<file path="src/rtl/mac_pkg.sv">
// Shared constants and types for the multiply-accumulate engine.
// Operand/result widths, FSM state encoding and mode selector values.
// Imported by mac_unit and mac_top.
package mac_pkg;

   localparam int DW = 8;    // operand width of a, b, c, x
   localparam int OW = 17;   // result / accumulator width, arithmetic mod 2^OW

   typedef enum logic [1:0] {
      IDLE     = 2'd0,
      TRI2     = 2'd1,
      SUMP_ACC = 2'd2
   } state_t;

   localparam logic MODE_TRI  = 1'b1;
   localparam logic MODE_SUMP = 1'b0;

endpackage

</file>
<file path="src/rtl/mac_unit.sv">
// Combinational multiply-add: o_out = i_in1 * i_in2 + i_add, truncated to OW bits.
// Latency: zero (pure combinational).
// Backpressure: none; output follows inputs.
module mac_unit
   import mac_pkg::*;
(
   input  logic [OW-1:0] i_in1,
   input  logic [DW-1:0] i_in2,
   input  logic [OW-1:0] i_add,
   output logic [OW-1:0] o_out
);

   // Only the low OW bits of the product survive, so the multiply is done
   // directly at OW width; the bits it discards never reach the result.
   logic [OW-1:0] w_prod;

   assign w_prod = i_in1 * {{(OW-DW){1'b0}}, i_in2};
   assign o_out  = w_prod + i_add;

endmodule

</file>
<file path="src/rtl/mac_top.sv">
// MAC engine: trinomial (a*x+b)*x+c or sum-of-products over a last-terminated sequence.
// Latency: trinomial result 2 clocks after acceptance, sum-of-products 1 clock after last term.
// Backpressure: none; trinomial inputs are ignored during the second pass, mode-1 inputs dropped mid-sum.
module mac_top
   import mac_pkg::*;
(
   input  logic          clk,
   input  logic          reset,
   input  logic          valid_input,
   input  logic          last_input,
   input  logic          mode,
   input  logic [DW-1:0] num_a,
   input  logic [DW-1:0] num_b,
   input  logic [DW-1:0] num_c,
   input  logic [DW-1:0] num_x,
   output logic          valid_output,
   output logic [OW-1:0] final_output
);

   state_t        r_state;
   state_t        w_state_nxt;

   logic [OW-1:0] r_acc;
   logic [OW-1:0] r_stage;
   logic [DW-1:0] r_x_lat;
   logic [DW-1:0] r_c_lat;
   logic [OW-1:0] r_final;
   logic          r_valid;

   logic [OW-1:0] w_acc_nxt;
   logic [OW-1:0] w_stage_nxt;
   logic [DW-1:0] w_x_lat_nxt;
   logic [DW-1:0] w_c_lat_nxt;
   logic [OW-1:0] w_final_nxt;
   logic          w_valid_nxt;

   logic [OW-1:0] w_in1;
   logic [DW-1:0] w_in2;
   logic [OW-1:0] w_add;
   logic [OW-1:0] w_mac;

   logic          w_sop_take;

   // A sum-of-products term is accepted in IDLE or while already accumulating.
   assign w_sop_take = valid_input && (mode == MODE_SUMP) &&
                       ((r_state == IDLE) || (r_state == SUMP_ACC));

   // Shared datapath input muxing: TRI2 runs the second trinomial pass from the
   // latched operands; otherwise the live a*x is added to b (trinomial first
   // pass) or to the running accumulator (sum-of-products).
   always_comb begin
      w_in1 = {{(OW-DW){1'b0}}, num_a};
      w_in2 = num_x;
      w_add = r_acc;
      if (r_state == TRI2) begin
         w_in1 = r_stage;
         w_in2 = r_x_lat;
         w_add = {{(OW-DW){1'b0}}, r_c_lat};
      end else if (mode == MODE_TRI) begin
         w_add = {{(OW-DW){1'b0}}, num_b};
      end
   end

   mac_unit u_mac_unit (
      .i_in1 (w_in1),
      .i_in2 (w_in2),
      .i_add (w_add),
      .o_out (w_mac)
   );

   // State register.
   always_ff @(posedge clk or posedge reset) begin
      if (reset) begin
         r_state <= IDLE;
      end else begin
         r_state <= w_state_nxt;
      end
   end

   // Next-state and next-register values; valid pulse defaults low every cycle.
   always_comb begin
      w_state_nxt = r_state;
      w_acc_nxt   = r_acc;
      w_stage_nxt = r_stage;
      w_x_lat_nxt = r_x_lat;
      w_c_lat_nxt = r_c_lat;
      w_final_nxt = r_final;
      w_valid_nxt = 1'b0;

      case (r_state)
         IDLE: begin
            if (valid_input && (mode == MODE_TRI)) begin
               w_x_lat_nxt = num_x;
               w_c_lat_nxt = num_c;
               w_stage_nxt = w_mac;
               w_state_nxt = TRI2;
            end
         end
         TRI2: begin
            // Inputs are ignored here; the datapath is busy with the second pass.
            w_final_nxt = w_mac;
            w_valid_nxt = 1'b1;
            w_state_nxt = IDLE;
         end
         SUMP_ACC: begin
            // Mode-1 valids fall through untouched: dropped, accumulator held.
         end
         default: begin
            w_state_nxt = IDLE;
         end
      endcase

      if (w_sop_take) begin
         if (last_input) begin
            w_final_nxt = w_mac;
            w_valid_nxt = 1'b1;
            w_acc_nxt   = '0;
            w_state_nxt = IDLE;
         end else begin
            w_acc_nxt   = w_mac;
            w_state_nxt = SUMP_ACC;
         end
      end
   end

   // Datapath and output registers; reset discards any in-flight job.
   always_ff @(posedge clk or posedge reset) begin
      if (reset) begin
         r_acc   <= '0;
         r_stage <= '0;
         r_x_lat <= '0;
         r_c_lat <= '0;
         r_final <= '0;
         r_valid <= 1'b0;
      end else begin
         r_acc   <= w_acc_nxt;
         r_stage <= w_stage_nxt;
         r_x_lat <= w_x_lat_nxt;
         r_c_lat <= w_c_lat_nxt;
         r_final <= w_final_nxt;
         r_valid <= w_valid_nxt;
      end
   end

   assign valid_output = r_valid;
   assign final_output = r_final;

endmodule

</file>
<file path="config.mk">
export PLATFORM = sky130hd
export DESIGN_NAME = mac_top
export DESIGN_NICKNAME = d
export VERILOG_FILES = /design/src/rtl/mac_pkg.sv /design/src/rtl/mac_unit.sv /design/src/rtl/mac_top.sv
export SDC_FILE = /design/constraint.sdc
export NUM_CORES = 1
export LEC_CHECK = 0
export CAP_MARGIN = 20
export CORE_UTILIZATION = 64
export DETAILED_ROUTE_END_ITERATION = 12
export GPL_TIMING_DRIVEN = 0
export PLACE_DENSITY = 0.9
export SLEW_MARGIN = 20
export SYNTH_ARGS = -nofsm -noshare
export SYNTH_HDL_FRONTEND = slang
export SYNTH_SLANG_ARGS = --single-unit
</file>
<file path="constraint.sdc">
create_clock -name clk -period 7.9 [get_ports clk]
set_input_delay 1.58 -clock clk [delete_from_list [all_inputs] [get_ports clk]]
set_output_delay 1.58 -clock clk [all_outputs]
set_load 0.03 [all_outputs]
</file>
**Yosys cells after proc, flatten, opt, wreduce, memory -nomap -nowiden**

Cells that the tools add are included.

- Bits in registers: 70
- Input port bits: 37
- Word-level logic and storage cells: 36
- Output and inout bits: 18

- Equality and inequality tests: 4
- Mux-type cells: 15
- Bitwise gates (word level): 1
- $mul: 1
- Reduce and logical (&&, ||, !) cells: 7
- Add/subtract/negate cells: 1

Operator list:

| operator | number |
|---|---|
| $mux W17 | 7 |
| $add A17 B17 Y17 | 1 |
| $mul A17 B8 Y17 | 1 |
| $mux W8 | 1 |
| $mux W2 | 3 |
| $pmux W2 S2 | 1 |
| $reduce_and A2 Y1 | 2 |
| $logic_and A1 B1 Y1 | 3 |
| $mux W1 | 3 |
| $ne A3 B2 Y1 const B | 1 |
| $eq A2 B1 Y1 const B | 1 |
| $eq A2 B2 Y1 const B | 1 |
| $logic_not A2 Y1 | 1 |
| $ne A2 B2 Y1 const B | 1 |
| $logic_or A1 B1 Y1 | 1 |
| $not A1 Y1 | 1 |

**Longest topological paths before layout**

- Depth after elaboration: 7
- Mapped depth: 21
- Depth with buffers taken out: 20

**Cells and area by module**

A second synthesis with hierarchy kept.

- Cell total of the unflattened synthesis: 672
- Area total of the unflattened synthesis: 6831.6 µm²

Modules (own cells, without submodules):

| module | times used | sequential area each (µm²) | area an instance (µm²) | cells each |
|---|---|---|---|---|
| mac_unit | 1 | 0.0 | 3505.9 | 416 |
| mac_top | 1 | 1751.7 | 3325.7 | 256 |

**Worst setup path before layout**

No wires, ideal clock.

- Kind: input to register
- Start: in mode
- End: reg r_final[16], in the netlist final_output[16]
- Buffers on the path: 1
- Cell stages on the path: 17
- Slack: 1.810 ns
- Data required time: 7.762 ns
- Arrival: 5.952 ns
- Library setup time: 0.138 ns
- Cells stage by stage: buf_1 -> nor2_1 -> nand2_1 -> fa_1 -> inv_1 -> fa_1 -> fa_1 -> inv_1 -> fa_1 -> inv_1 -> ha_1 -> o21a_1 -> o21a_1 -> o32a_1 -> a41oi_1 -> o21a_1 -> o31ai_1

- Longest elaborated chain between the ends: 6
- Elaborated cells between the ends (all ways): 9
- Classes of those cells: 1 x add/sub; 5 x mux; 1 x bitwise; 2 x reduce/logical

Ends and longest elaborated chain:

| item | line | source |
|---|---|---|
| from (decl) | mac_top.sv:11 | `input logic mode,` |
| $mux W17 | mac_top.sv:59 | `end else if (mode == MODE_TRI) begin` |
| $mux W17 | mac_top.sv:55 | `if (r_state == TRI2) begin` |
| $add A17 B17 Y17 | mac_unit.sv:18 | `assign o_out = w_prod + i_add;` |
| $mux W17 | mac_top.sv:90 | `case (r_state)` |
| $mux W17 | mac_top.sv:114 | `if (last_input) begin` |
| $mux W17 (*) | mac_top.sv:113 | `if (w_sop_take) begin` |
| named net w_final_nxt[16] | mac_top.sv:34 | `logic [OW-1:0] w_final_nxt;` |
| to (signal assigned) | mac_top.sv:140 | `r_final <= w_final_nxt;` |
| to (decl) | mac_top.sv:27 | `logic [OW-1:0] r_final;` |

The timed path passes the listed nets; every way through them passes the cells marked *.
A chain may end at the register's enable or synchronous reset.

**Worst setup path in the final report**

- Start: in mode
- End: reg r_acc[16]

- Longest elaborated chain between the ends: 4
- Elaborated cells between the ends (all ways): 7
- Classes of those cells: 1 x add/sub; 3 x mux; 1 x bitwise; 2 x reduce/logical

Ends and longest elaborated chain:

| item | line | source |
|---|---|---|
| $mux W17 | mac_top.sv:59 |  |
| $mux W17 | mac_top.sv:55 |  |
| $add A17 B17 Y17 | mac_unit.sv:18 |  |
| $mux W17 | mac_top.sv:114 |  |
| to (signal assigned) | mac_top.sv:136 | `r_acc <= w_acc_nxt;` |
| to (decl) | mac_top.sv:23 | `logic [OW-1:0] r_acc;` |

Several ways; a longest one is shown, not always the timed one.

==> impl_summary.txt <==
----------------------------------------------------
[STA]
  Highest clock frequency the design can meet ... ~140 MHz
  Final Hold Violating Endpoints ... 0
  Final worst hold slack ... between 0.4 and 0.5 ns
  Worst slew margin relative to its limit ... 36.1%
  Total of endpoints with negative setup slack in the final report ... 0
  Max-slew violation count ... 0
  Fin worst setup slack ... between 0.9 and 1 ns
  Setup TNS ... 0 ns
  Min Clock Period, post-route ... 6.99 ns
  Final Cycle Share ... between 80% and 90%
  Clock Skews ... 0.0103 ns
  Worst Tran Pin Value ... approximately 0.93 ns
  RSZ-0062 raised after global routing ... no

[Synth]
  Share of async-settable or async-resettable flops after synthesis ... 100%
  Post-Syn Area ... 6440 um2
  Share of the synthesized area in the top cell type ... between 20 and 30%
  Total nets after synthesis ... roughly 870
  Synthesized area per cell ... about 8.9 um2
  Number of enable flip-flop cells after synthesis ... 0
  Number of library cell types mapped by synthesis ... 44
  Post-synthesis sequential element count ... 70
  Library cell with the largest summed area after synthesis ... sky130_fd_sc_hd__dfrtp_1
  Largest cells by area after synthesis ... sky130_fd_sc_hd__dfrtp_1 27%, sky130_fd_sc_hd__fa_1 25%, sky130_fd_sc_hd__nand2_1 8.7%, sky130_fd_sc_hd__inv_1 6.6%, sky130_fd_sc_hd__ha_1 5.1%
  Synth warn ... 0
  Post-Synthesis Cells ... 725
  Most instantiated flip-flop cell in the synthesis netlist ... sky130_fd_sc_hd__dfrtp_1
  Sequential share of the synthesized area ... 27.2%

[Drt]
  Count of antenna-violating nets left after detailed routing ... 0
  Via count ... 5481
  Ratio of routed vias to standard cells ... 5.91
  DRC violation total after the first TritonRoute iteration ... 337
  Average detailed-routed wire length per instance ... 18.2 um
  Total wire length after detailed routing ... 16900 um
  First-pass iteration count of the detailed router ... 5
  Post-detailed-route DRC marker count ... 0

[Clocking]
  H-tree Lvls ... 3
  Cts bufs inserted ... 9
  Number of resized instances in the post-cts repair step ... 0
  Worst-Skew Late Latency ... 0.36 ns
  Buffer levels on the longest clock path ... 2
  Root buffer selected by CTS ... sky130_fd_sc_hd__clkbuf_8
  Post-CTS setup buffer count ... 0
  Clock transition time at the flip-flop clock pins of the worst setup and hold paths ... 0.07 ns
  Number of hold-repair buffers added at the cts stage ... 0
  TritonCTS clock tree ... built
  Number of clock sinks ... 70

[Die]
  Die Area ... 10500 um2
  Die Width ... 102 um
  Std-Cell Core Area ... around 9800 um2
  Die extent in y ... 102 um
  Initial core utilization ... 65.9%
  Top Ports ... 55
  Number of core rows ... 36

[Worst setup path]
  Critical path peak fanout ... 10
  Capturing element of the worst setup path ... r_acc[16]
  Arrival time of the worst setup path ... 7.24 ns
  R2R depth ... 18
  Worst Path Class, Setup ... input pin to flip-flop
  Critical path launch point ... mode
  Crit Reg-Reg Startpoint ... r_state[1]
  Type of destination of the critical path ... flip-flop
  Worst Setup Start Kind ... input pin
  Terminus of the critical flop-to-flop path ... r_acc[16]
  Reg-to-reg setup timing slack ... 1.55 ns
  Critical path required time ... 8.16 ns

[Layout]
  Layout area overhead ... 13.7%
  Diodes inserted ... 0
  Fill cell instance count of the final layout ... ~700
  Nets ... approximately 940
  Ratio of cells with drive above 1 in the final layout ... around 4.4%

[Global routing]
  Vias in the first global route ... 5633
  Global-route usage over all layers ... a little over a third
  Antenna violations before repair ... 0
  Global-route wire length before repair ... 27600 um
  Largest net degree at the start of global routing ... 44
  Aggregate global routing overflow ... 0

[Power]
  Portion of total power attributed to sequential cells ... 20.5%
  VDD IR max ... 0.270 mV
  Share of power burned in the clock network ... 8.3%
  Part of the power in combinational logic ... between 70% and 80%
  Pwr per Cell Area ... 403 nW/um2
  Fraction of power spent switching nets ... 53.3%
  P_leak ... roughly 3.8 nW
  Net switching power of the design ... 1.57 mW
  Pint ... 1.38 mW

[Placement]
  Quantity of I/O buffers inserted on ports ... 54
  Worst slack, placed ... 0.622 ns
  Hpwl dp ... 13500 um
  RD Place Congestion ... 0.962

[Run]
  Number of max-capacitance violations reported ... 0

[Worst hold path]
  Worst hold-check path type ... flip-flop to flip-flop

[Outcome]
  Status ... complete, no violations

----------------------------------------------------
-- cell usage after synthesis (all sizes together) (2+ instances only) --
cell,n
a2111oi,2
nor3,5
o21bai,2
dfrtp,70
and2,3
a211oi,6
nand2b,9
a21oi,11
o21ai,37
xor2,4
or2,9
fa,81
a221o,2
xnor2,11
nand3,21
inv,113
ha,26
nor2b,2
o21a,7
nor2,57
clkbuf,20
xnor3,3
a21o,5
and3,20
mux2i,23
o31ai,10
buf,6
nand2,151
-- worst max-delay path, cell delays in order --
cell                              delay [ns]
sky130_fd_sc_hd__clkdlybuf4s50_1        0.45
sky130_fd_sc_hd__buf_1                  0.34
sky130_fd_sc_hd__nor2_1                 0.49
sky130_fd_sc_hd__nand2_1                0.23
sky130_fd_sc_hd__fa_1                   0.58
sky130_fd_sc_hd__inv_1                  0.06
sky130_fd_sc_hd__fa_1                   0.48
sky130_fd_sc_hd__fa_1                   0.56
sky130_fd_sc_hd__inv_1                  0.05
sky130_fd_sc_hd__fa_1                   0.48
sky130_fd_sc_hd__inv_1                  0.05
sky130_fd_sc_hd__ha_1                   0.33
sky130_fd_sc_hd__a211oi_1               0.29
sky130_fd_sc_hd__nor3b_1                0.21
sky130_fd_sc_hd__o21ai_0                0.17
sky130_fd_sc_hd__a41oi_1                0.50
sky130_fd_sc_hd__nor3_2                 0.13
sky130_fd_sc_hd__o31ai_2                0.28
-- area by class of cell --
cell class                      count  area [um2]  area share [%]
Buffer                             26         109            1.49
Clock inverter                      4        26.3           0.359
Clock buffer                       10         128            1.74
Multi-Input combinational cell    516        4160            56.7
Tap cell                          133         166            2.27
Inverter                          113         427            5.83
Timing Repair Buffer               55         561            7.65
Sequential cell                    70        1750            23.9
-- cells by family (layout without fill, tap and decap cells) --
family,Yosys count,count (layout),share of synthesized area [%]
compound gates,88,88,8.68
xor+xnor,18,18,3.09
fa+ha+maj,107,107,30.2
buf+inv,139,208,8.28
flops,70,70,27.2
mux,23,23,3.57
simple gates,280,280,19.0
-- routing by layer --
| layer | vias up | GRT usage (%) | share of wire, % |
|---|---|---|---|
| met5 | - | 0 | 0 |
| met4 | 0 | 16.3 | 3.9 |
| met3 | 60 | 7.25 | 8.7 |
| met2 | 301 | 58.4 | 49 |
| met1 | 2714 | 46.6 | 39 |
| li1 | 2406 | - | - |
-- how the worst min path moves through the flow --
stage | start | to | slack [ns] | depth (start not counted)
after global placement | r_c_lat[7] | r_c_lat[7] | 0.45 | 2
after global routing | r_c_lat[7] | r_c_lat[7] | 0.50 | 2
after detailed placement | final_output[0] | final_output[0] | 0.46 | 2
final | final_output[1] | final_output[1] | 0.47 | 2
after CTS | final_output[0] | final_output[0] | 0.48 | 2
after floorplan | r_c_lat[1] | r_c_lat[1] | 0.44 | 2
-- power groups by stage --
stage	Sequential [mW]	Clock, mW	Combinational, mW
6_report	0.606	0.246	2.10
5_1_grt	0.619	0.260	2.30
4_1_cts	0.601	0.248	2.05
3_5_place_dp	0.607	0	2.02
3_3_place_gp	0.598	0	1.94
2_1_floorplan	0.656	0	1.33
-- cell usage in the layout (no fill, tap or decap), types with 2 or more instances in the layout --
cell type / instances
sky130_fd_sc_hd__nand2_1: 150
sky130_fd_sc_hd__inv_1: 112
sky130_fd_sc_hd__fa_1: 81
sky130_fd_sc_hd__dfrtp_1: 70
sky130_fd_sc_hd__nor2_1: 57
sky130_fd_sc_hd__clkdlybuf4s50_1: 54
sky130_fd_sc_hd__o21ai_0: 37
sky130_fd_sc_hd__ha_1: 26
sky130_fd_sc_hd__mux2i_1: 23
sky130_fd_sc_hd__nand3_1: 21
sky130_fd_sc_hd__clkbuf_1: 20
sky130_fd_sc_hd__and3_1: 18
sky130_fd_sc_hd__xnor2_1: 11
sky130_fd_sc_hd__a21oi_1: 11
sky130_fd_sc_hd__nand2b_1: 9
sky130_fd_sc_hd__or2_2: 9
sky130_fd_sc_hd__o31ai_1: 9
sky130_fd_sc_hd__clkbuf_8: 9
sky130_fd_sc_hd__o21a_1: 7
sky130_fd_sc_hd__a211oi_1: 6
sky130_fd_sc_hd__a21o_1: 5
sky130_fd_sc_hd__xor2_1: 4
sky130_fd_sc_hd__buf_1: 3
sky130_fd_sc_hd__and2_1: 3
sky130_fd_sc_hd__nor3_1: 3
sky130_fd_sc_hd__xnor3_1: 3
sky130_fd_sc_hd__buf_2: 2
sky130_fd_sc_hd__and3_2: 2
sky130_fd_sc_hd__nor2b_1: 2
sky130_fd_sc_hd__a2111oi_0: 2
sky130_fd_sc_hd__o21bai_1: 2
sky130_fd_sc_hd__nor3_2: 2
sky130_fd_sc_hd__a221o_1: 2
sky130_fd_sc_hd__clkinv_2: 2
-- per-stage QoR --
step           util [%]  area (um2)  total power, mW  cells
4_1_cts            74.9        7320             2.90    927
3_5_place_dp       73.4        7170             2.63    913
3_3_place_gp       73.1        7150             2.54    912
5_1_grt            74.9        7320             3.18    927
2_1_floorplan         -        6440             1.99    725
6_report           74.9        7320             2.95    927
-- flip-flops by register name (all words and copies together) (netlist names) --
signal,count
final_output,17
r_acc,17
r_c_lat,8
r_stage,17
r_state,2
r_x_lat,8
valid_output,1
Power figures use the tool's default switching activity.
